**config.mk**
```make
export PLATFORM = sky130hd
export DESIGN_NAME = viterbi_tbck
export DESIGN_NICKNAME = d
export VERILOG_FILES = /design/src/rtl/viterbi_tbck.sv
export SDC_FILE = /design/constraint.sdc
export NUM_CORES = 1
export LEC_CHECK = 0
export BUFFER_PORTS_ARGS = -buffer_cell sky130_fd_sc_hd__buf_2
export CAP_MARGIN = 0
export CORE_UTILIZATION = 55
export CTS_CLUSTER_DIAMETER = 80
export DETAILED_ROUTE_END_ITERATION = 8
export PLACE_DENSITY = 0.73
export SYNTH_ARGS = -nofsm -noshare
export SYNTH_HDL_FRONTEND = slang
export SYNTH_SLANG_ARGS = --single-unit
```
**constraint.sdc**
```tcl
create_clock -name clk -period 2.89 [get_ports clk]
set_clock_uncertainty 0.05 [all_clocks]
set_input_delay 0.578 -clock clk [delete_from_list [all_inputs] [get_ports clk]]
set_output_delay 0.578 -clock clk [all_outputs]
set_load 0.1 [all_outputs]
```
**src/rtl/viterbi_tbck.sv**
```systemverilog
// viterbi_tbck: K=3 traceback and bit reordering; VITERBI_TBCK_LIFO_EN adds LIFO/OUT for oldest-first output.
module viterbi_tbck #(
  parameter int NUM_ST = 4,
  parameter int DEPTH  = 8,
  parameter int AW     = 3
) (
  input  logic              clk,
  input  logic              rst,
  input  logic              en_mem,
  input  logic [NUM_ST-1:0] dec_in,
  input  logic              en_tbck,
  input  logic [1:0]        start_state,
  output logic              bit_out,
  output logic              bit_valid,
  output logic              busy,
  output logic              done
);
`ifdef VITERBI_TBCK_LIFO_EN
  typedef enum logic [1:0] {IDLE, TRACE, OUT, DONE} st_t;
`else
  typedef enum logic [1:0] {IDLE, TRACE, DONE} st_t;
`endif
  localparam logic [AW:0] FULL = DEPTH[AW:0];
  localparam logic [AW:0] ONE = 1;
  st_t st, nxt;
  logic [NUM_ST-1:0] mem [DEPTH];
  logic [AW-1:0] wp, rp, wp_post;
  logic [AW:0] cnt, cnt_post, k;
  logic [1:0] cur, cur_nxt;
  logic tbck_q, rise, wr, d;
`ifdef VITERBI_TBCK_LIFO_EN
  logic lifo [DEPTH];
  logic [AW:0] sp, sp_m2;
  assign sp_m2 = sp - 2'd2;
`endif
  assign wr = (st == IDLE) && en_mem;
  assign rise = en_tbck && !tbck_q;
  // the write on a rise edge counts toward the traceback just requested
  assign wp_post = wr ? wp + 1'b1 : wp;
  assign cnt_post = (wr && cnt != FULL) ? cnt + 1'b1 : cnt;
  assign d = mem[rp][cur];
  assign cur_nxt = (st == IDLE) ? start_state : {cur[0], d};
  always_comb begin
    nxt = st;
    unique case (st)
      IDLE:  nxt = !rise ? IDLE : (cnt_post != '0 ? TRACE : DONE);
`ifdef VITERBI_TBCK_LIFO_EN
      TRACE: nxt = (k == ONE) ? OUT : TRACE;
      OUT:   nxt = (sp == ONE) ? DONE : OUT;
`else
      TRACE: nxt = (k == ONE) ? DONE : TRACE;
`endif
      DONE:  nxt = IDLE;
      default: nxt = IDLE;
    endcase
  end
  always_ff @(posedge clk) if (wr) mem[wp] <= dec_in;
`ifdef VITERBI_TBCK_LIFO_EN
  always_ff @(posedge clk) if (st == TRACE) lifo[sp[AW-1:0]] <= cur[1];
`endif
  always_ff @(posedge clk) begin
    if (rst) begin
      st <= IDLE;
      cnt <= '0;
      wp <= '0;
      rp <= '0;
      k <= '0;
      cur <= '0;
      tbck_q <= 1'b0;
      bit_out <= 1'b0;
      bit_valid <= 1'b0;
      busy <= 1'b0;
      done <= 1'b0;
`ifdef VITERBI_TBCK_LIFO_EN
      sp <= '0;
`endif
    end else begin
      st <= nxt;
      tbck_q <= en_tbck;
      busy <= nxt != IDLE;
      done <= nxt == DONE;
      cnt <= (st == DONE) ? '0 : cnt_post;
      wp <= (st == DONE) ? '0 : wp_post;
      if (st == IDLE && rise) begin
        cur <= start_state;
        rp <= wp_post - 1'b1;
        k <= cnt_post;
      end else if (st == TRACE) begin
        cur <= cur_nxt;
        rp <= rp - 1'b1;
        k <= k - 1'b1;
      end
`ifdef VITERBI_TBCK_LIFO_EN
      // bit_out presents the stack top as it stands after this edge
      sp <= (st == TRACE) ? sp + 1'b1 : (st == OUT) ? sp - 1'b1 : '0;
      bit_valid <= nxt == OUT;
      bit_out <= (nxt == OUT) && ((st == TRACE) ? cur[1] : lifo[sp_m2[AW-1:0]]);
`else
      bit_valid <= nxt == TRACE;
      bit_out <= (nxt == TRACE) && cur_nxt[1];
`endif
    end
  end
endmodule

```
==> metrics.yaml, run 1 <==
outcome: "finished, final reports clean"
yosys-top-cells-area: "edfxtp_1 38%, dfxtp_1 21%, mux4_2 5.4%"
worst_setup_slack_after_placement_ps: 478.8
max_stage_delay_ps: 450
yosys_most_used_dff: "edfxtp_1"
design.final.nets: 232
synth_enable_flop_cells: 32
max-clock-path-buffers: 2
areal_power_density_over_the_cells_nw_per_um2: 916.3
power.total_mw: 2.598
finalHoldViolCount: 0
crit_slowest_cell: "dfxtp_1"
number_of_antenna_violations_at_the_first_check_in_global_routing: 0
library_cells_used_by_synthesis: 41
area_inside_the_core_boundary_um2: 4384
grt_first_pass_wirelength_mm: 7.969
die_h_um: 69.67
critical_path_peak_fanout: 9
gp_routability_congestion: 0.7828
grt_overflow_total: 0
period_needed_ps: 2273
grt_setup_unrepaired: "no"
final_antenna_net_count: 0
cts_num_sinks: 58
clock_power_share_pct: 32.2
final_max_slew_violation_count: 0
globalRouteTotalUtil_pct: 22.07
fmaxAchievable_mhz: 440.0
hold_slack_ps: 461.1
synth_top_cell_area_share_pct: 38.15
worstPathRequired_ps: 3070
asyncSetResetFlopFracSynth_pct: 0
post-place-cells: 257
hold_path.startpoint: "en_tbck"
worst-setup-path-type: "reg -> reg"
diodes: 0
route.detailed.drc: 0
starting_density_of_the_core_pct: 57.45
postCtsResizedCells: 0
combPwrFrac_pct: 24.7
vdd.ir_drop.worst_mv: 0.4006
number_of_fill_cells_in_the_layout: 304
synth_seq_cells: 58
critical_r2r_launch: "st[1]"
crit_start: "st[1]"
setup-violations-final: 0
floorplan.io_pins: 14
multiplexer_share_of_the_synthesized_area_pct: 9.786
cts_root_buf: "clkbuf_8"
static_power_due_to_leakage_nw: 1.016
layout-drive-gt1-share_pct: 20.36
synth_top_family_by_area: "simple AND/OR/NAND/NOR gates"
netlist_area_um2: 2519
finalNonFillerCells: 273
die_w_um: 69.67
mostFrequentLayoutCell: "edfxtp_1"
worst_pin_slew_ps: 725.3
max_slew_margin_pct: 51.27
detail_route.wirelength_mm: 4.650
path_common_cell: "nand2_1"
hold_class: "in -> reg"
worst-endpoint-arrival_ps: 2450
place.detailed.hpwl_mm: 3.296
rows: 24
fin_tns_setup_ps: 0
first_pass_iters: 4
tritoncts: "built"
tritoncts.num_buffers: 9
worstRegToRegCells: 9
synthesis.nets: 215
port_buffers: 13
seqPwrFrac_pct: 43.0
final_critical_path_setup_slack_ps: 617.3
final_design_area_no_fill_um2: 2835
whs_path_depth: 2
synthesis.yosys.warnings: 0
grt_max_degree: 17
routedWlPerCell_um: 17.03
synth-simple-area-share_pct: 12.72
detailroute.via_count: 1528
timing.critical_path.to_type: "flip-flop"
area_delta_synth_final_pct: 12.57
postSynthCellCount: 199
crit_chain: "nor3b_4 > mux2i_1 > nand2_1 > o21ai_0 > ha_1 > nand2_1 > xnor2_1 > nor2_1 > a211oi_1"
worstSkewPairLatency_ps: 330
post-cts-setup-buffer-count: 0
ys_seq_area_share_pct: 58.82
synth_compound_area_share_pct: 9.190
finish.utilization_pct: 64.67
start_kind: "flip-flop"
syn_avg_cell_area_um2: 12.66
detail_route.vias_per_cell: 5.597
most_used_cells_in_the_layout_excluding_fill_and_tap_cells: "32 x edfxtp_1, 28 x nor2_1, 26 x dfxtp_1"
internal_power_mw: 1.788
switchingPower_mw: 0.8102
max_capacitance_violation_total: 0
switching_share_pct: 31.19
synth_area_leader_cell: "edfxtp_1"
vias_in_the_first_global_route: 1642
die_area_um2: 4854
path_clk_slew_ps: 70
synthXorXnorAreaFrac_pct: 3.477
htreeDepth: 3
placed_area_um2: 2606
min_period_over_period_pct: 78.64
cts_hold_buffers: 0
initialDrtViolationCount: 108
synth_fa_ha_area_share_pct: 2.981
registers in the layout, summed over array words and instances, names as in the netlist, 2 cells and up, named ones only:
register	count
cur	2
mem	32
k	4
st	2
wp	3
cnt	4
rp	3
logic make-up after synthesis:
group	after synthesis
AOI/OAI and AO/OA	30
xor gates and xnor gates	10
adders and majority gates	6
buffers and inverters	15
DFF	58
muxes	17
and+or+nand+nor	63
path summary, 6_finish.rpt:
kind | endpoint | slack (ps)
max | flip-flop | 620
min | tbck_q | 460
max reg2reg | flip-flop | 620
min reg2reg | flip-flop | 500
critical path: cells and delay by family (launching register included):
family          cells  cell delay, ps
flops               1             450
xor+xnor            1             150
mux                 1             310
compound gates      2             340
simple gates        4             660
fa+ha+maj           1             210
power groups by stage:
stage | Combinational [mW] | Clock [mW] | Sequential (mW)
global route | 0.702 | 0.897 | 1.13
floorplan | 0.512 | 0 | 1.13
finish | 0.643 | 0.837 | 1.12
global placement | 0.608 | 0 | 1.12
detailed placement | 0.634 | 0 | 1.13
CTS | 0.640 | 0.851 | 1.12
cell usage after synthesis, types with 2 or more instances:
cell type and count:
xnor2_1 5, inv_1 7, a211oi_1 3, buf_2 4
xor2_1 5, nand3b_1 2, dfxtp_1 26, nor2b_1 4
o21ai_0 7, mux2i_1 10, buf_6 2, nand2_1 12
nor3_1 4, a21oi_1 6, mux4_2 6, nand3_1 2
clkbuf_1 2, or2_2 2, o32ai_1 2, nand2b_1 4
edfxtp_1 32, ha_1 6, nor2_1 28
final cells by class:
| class | instances | area (um2) | share of cell area (%) |
|---|---|---|---|
| clock inverter | 4 | 73.82 | 2.604 |
| multi-input combinational | 126 | 960.9 | 33.89 |
| inverter | 7 | 26.28 | 0.9267 |
| tap | 52 | 65.06 | 2.295 |
| timing repair buffer | 14 | 72.57 | 2.560 |
| sequential | 58 | 1481 | 52.25 |
| clock buffer | 12 | 155.1 | 5.472 |
routing by layer:
layer | track usage, % | share of wire, % | wire (um)
met1 | 31.24 | 48 | 2233
met5 | 0 | 0 | 0
met2 | 31.93 | 47 | 2169
met4 | 8.667 | 1.1 | 53
met3 | 6.831 | 4.2 | 193
(Power assumes the default switching activity.)
==> run 2, diff against run 1 <==
Clock period 2.89 ns to 2.1 ns, I/O delays scaled along.
==> metrics.yaml, run 2 (same netlist as run 1, synthesis figures left out) <==
worst-setup-path-type: "reg -> reg"
port_buffers: 13  # unchanged
switching_share_pct: 32.29  # +1.1 points
largest_registers: "mem x32, cnt x4, k x4"
setup-violations-final: 0  # unchanged
first_pass_iters: 4  # unchanged
final_antenna_net_count: 0  # unchanged
grt_overflow_total: 0  # unchanged
worstSkewPairLatency_ps: 330  # about the same
route.detailed.drc: 0  # unchanged
areal_power_density_over_the_cells_nw_per_um2: 1212  # +32%
die_area_um2: 4854  # unchanged
regMostFlops: "mem"
final_critical_path_setup_slack_ps: 51.79  # -565.5 ps
cp_num_buf_inv: 0  # unchanged
worstPathRequired_ps: 2300  # -770 ps
switchingPower_mw: 1.138  # +40%
outcome: "finished, final reports clean"
layout-drive-gt1-share_pct: 25.64  # +5.3 points
min_period_over_period_pct: 97.53  # +19 points
start_kind: "flip-flop"
tritoncts: "built"
most_used_cells_in_the_layout_excluding_fill_and_tap_cells: "32 x edfxtp_1, 28 x nor2_1, 24 x dfxtp_1"
cts_num_sinks: 58  # unchanged
combPwrFrac_pct: 28.8  # +4.1 points
die_w_um: 69.67  # unchanged
clock_power_share_pct: 27.8  # -4.4 points
diodes: 0  # unchanged
met1_usage_pct: 29.81  # -1.4 points
path_clk_slew_ps: 60  # about the same
finalHoldViolCount: 0  # unchanged
rows: 24  # unchanged
mostFrequentLayoutCell: "edfxtp_1"
detailroute.via_count: 1623  # +6.2%
placed_area_um2: 2674  # +2.6%
gp_routability_congestion: 0.8653  # +11%
final_max_slew_violation_count: 0  # unchanged
floorplan.io_pins: 14  # unchanged
globalRouteTotalUtil_pct: 22.83  # +0.75 points
seqPwrFrac_pct: 43.4  # +0.4 points
worst_pin_slew_ps: 628.6  # -96.75 ps
max-clock-path-buffers: 2  # unchanged
number_of_antenna_violations_at_the_first_check_in_global_routing: 0  # unchanged
timing.critical_path.max_delay_family: "simple AND/OR/NAND/NOR gates"
routedWlPerCell_um: 17.38  # +2.0%
global_route.usage.met2_pct: 34.63  # +2.7 points
timing.critical_path.to_type: "flip-flop"
detail_route.vias_per_cell: 5.675  # +1.4%
static_power_due_to_leakage_nw: 1.060  # +4.3%
max_stage_delay_ps: 420  # -30 ps
die_h_um: 69.67  # unchanged
hold_class: "in -> reg"
crit_start: "st[0]"
detail_route.wirelength_mm: 4.971  # +6.9%
htreeDepth: 3  # unchanged
gr-usage-met3_pct: 5.959  # -0.87 points
crit_chain: "nor4b_4 > mux2i_1 > ha_2 > nand2_1 > xnor2_1 > nor2_1 > a211oi_2"
vias_in_the_first_global_route: 1655  # +0.79%
global_route.peak_usage_layer: "met2"
grt_max_degree: 16  # -1
area_delta_synth_final_pct: 15.45
starting_density_of_the_core_pct: 57.45  # unchanged
largest_register_ff_count: 32  # unchanged
cts_root_buf: "clkbuf_8"
max_capacitance_violation_total: 0  # unchanged
initialDrtViolationCount: 123  # +14%
hold_path.startpoint: "en_tbck"
critical_path_peak_fanout: 7  # -2
hold_slack_ps: 269.8  # -191.3 ps
vdd.ir_drop.worst_mv: 0.6284  # +57%
tritoncts.num_buffers: 9  # unchanged
design.final.nets: 245  # +5.6%
place.detailed.hpwl_mm: 3.555  # +7.8%
worst_setup_slack_after_placement_ps: -75.56  # -554.3 ps
period_needed_ps: 2048  # -224.5 ps
worst-endpoint-arrival_ps: 2250  # -200 ps
crit_slowest_cell: "nor4b_4"
grt_first_pass_wirelength_mm: 8.107  # +1.7%
final_design_area_no_fill_um2: 2908  # +2.6%
internal_power_mw: 2.385  # +33%
fmaxAchievable_mhz: 488.2  # +11%
area_inside_the_core_boundary_um2: 4384  # unchanged
fin_tns_setup_ps: 0  # unchanged
critical_r2r_launch: "st[0]"
max_slew_margin_pct: 57.01  # +5.7 points
[run 2: layout make-up]
| cell class | instances | area (um2) |
|---|---|---|
| inverters | 7 | 26.28 |
| clock inverters | 3 | 38.79 |
| clock buffers | 13 | 148.9 |
| repair buffers | 27 | 170.2 |
| well taps | 52 | 65.06 |
| flip-flops and latches | 58 | 1486 |
| multi-input cells | 126 | 972.2 |
| fillers | 332 | 1476 |
[run 2: final timing paths]
| path | cells after the start | slack [ps] | endpoint |
|---|---|---|---|
| worst max-delay path | 7 | 50 | rp[2] |
| worst min-delay path | 2 | 270 | tbck_q |
| worst max register to register | 7 | 50 | rp[2] |
| worst min register to register | 1 | 510 | busy |
[run 2: per-stage QoR]
stage | instances | total power, mW | util [%]
floorplan | 199 | 2.253 | -
global placement | 266 | 2.434 | 60.99
detailed placement | 266 | 2.488 | 60.99
CTS | 283 | 3.476 | 65.44
global route | 286 | 3.703 | 66.32
finish | 286 | 3.523 | 66.32
[run 2: timing repair]
action                     4_1_cts  5_1_grt
resized for setup                0        6
setup endpoints to repair        2        4
setup buffers                    1        3
hold endpoints to repair         0        0
pin swaps                        1        3
hold buffers                     0        0
[run 2: metal layers]
metal | part of all wire [%] | wire length, um
met3 | 4.8 | 238
met2 | 47 | 2346
met5 | 0 | 0
met1 | 45 | 2238
met4 | 3.0 | 148
[run 2: worst reg2reg max path, cell delays in order, from the launching register on]
cell	delay (ps)
dfxtp_4	380
nor4b_4	420
mux2i_1	340
ha_2	250
nand2_1	70
xnor2_1	220
nor2_1	80
a211oi_2	160
[run 2: power by group through the flow]
stage	logic, mW	registers (mW)	clock network (mW)
global placement	0.899	1.53	0
CTS	0.954	1.52	0.997
floorplan	0.704	1.55	0
global route	1.10	1.56	1.05
finish	1.01	1.53	0.979
detailed placement	0.941	1.55	0
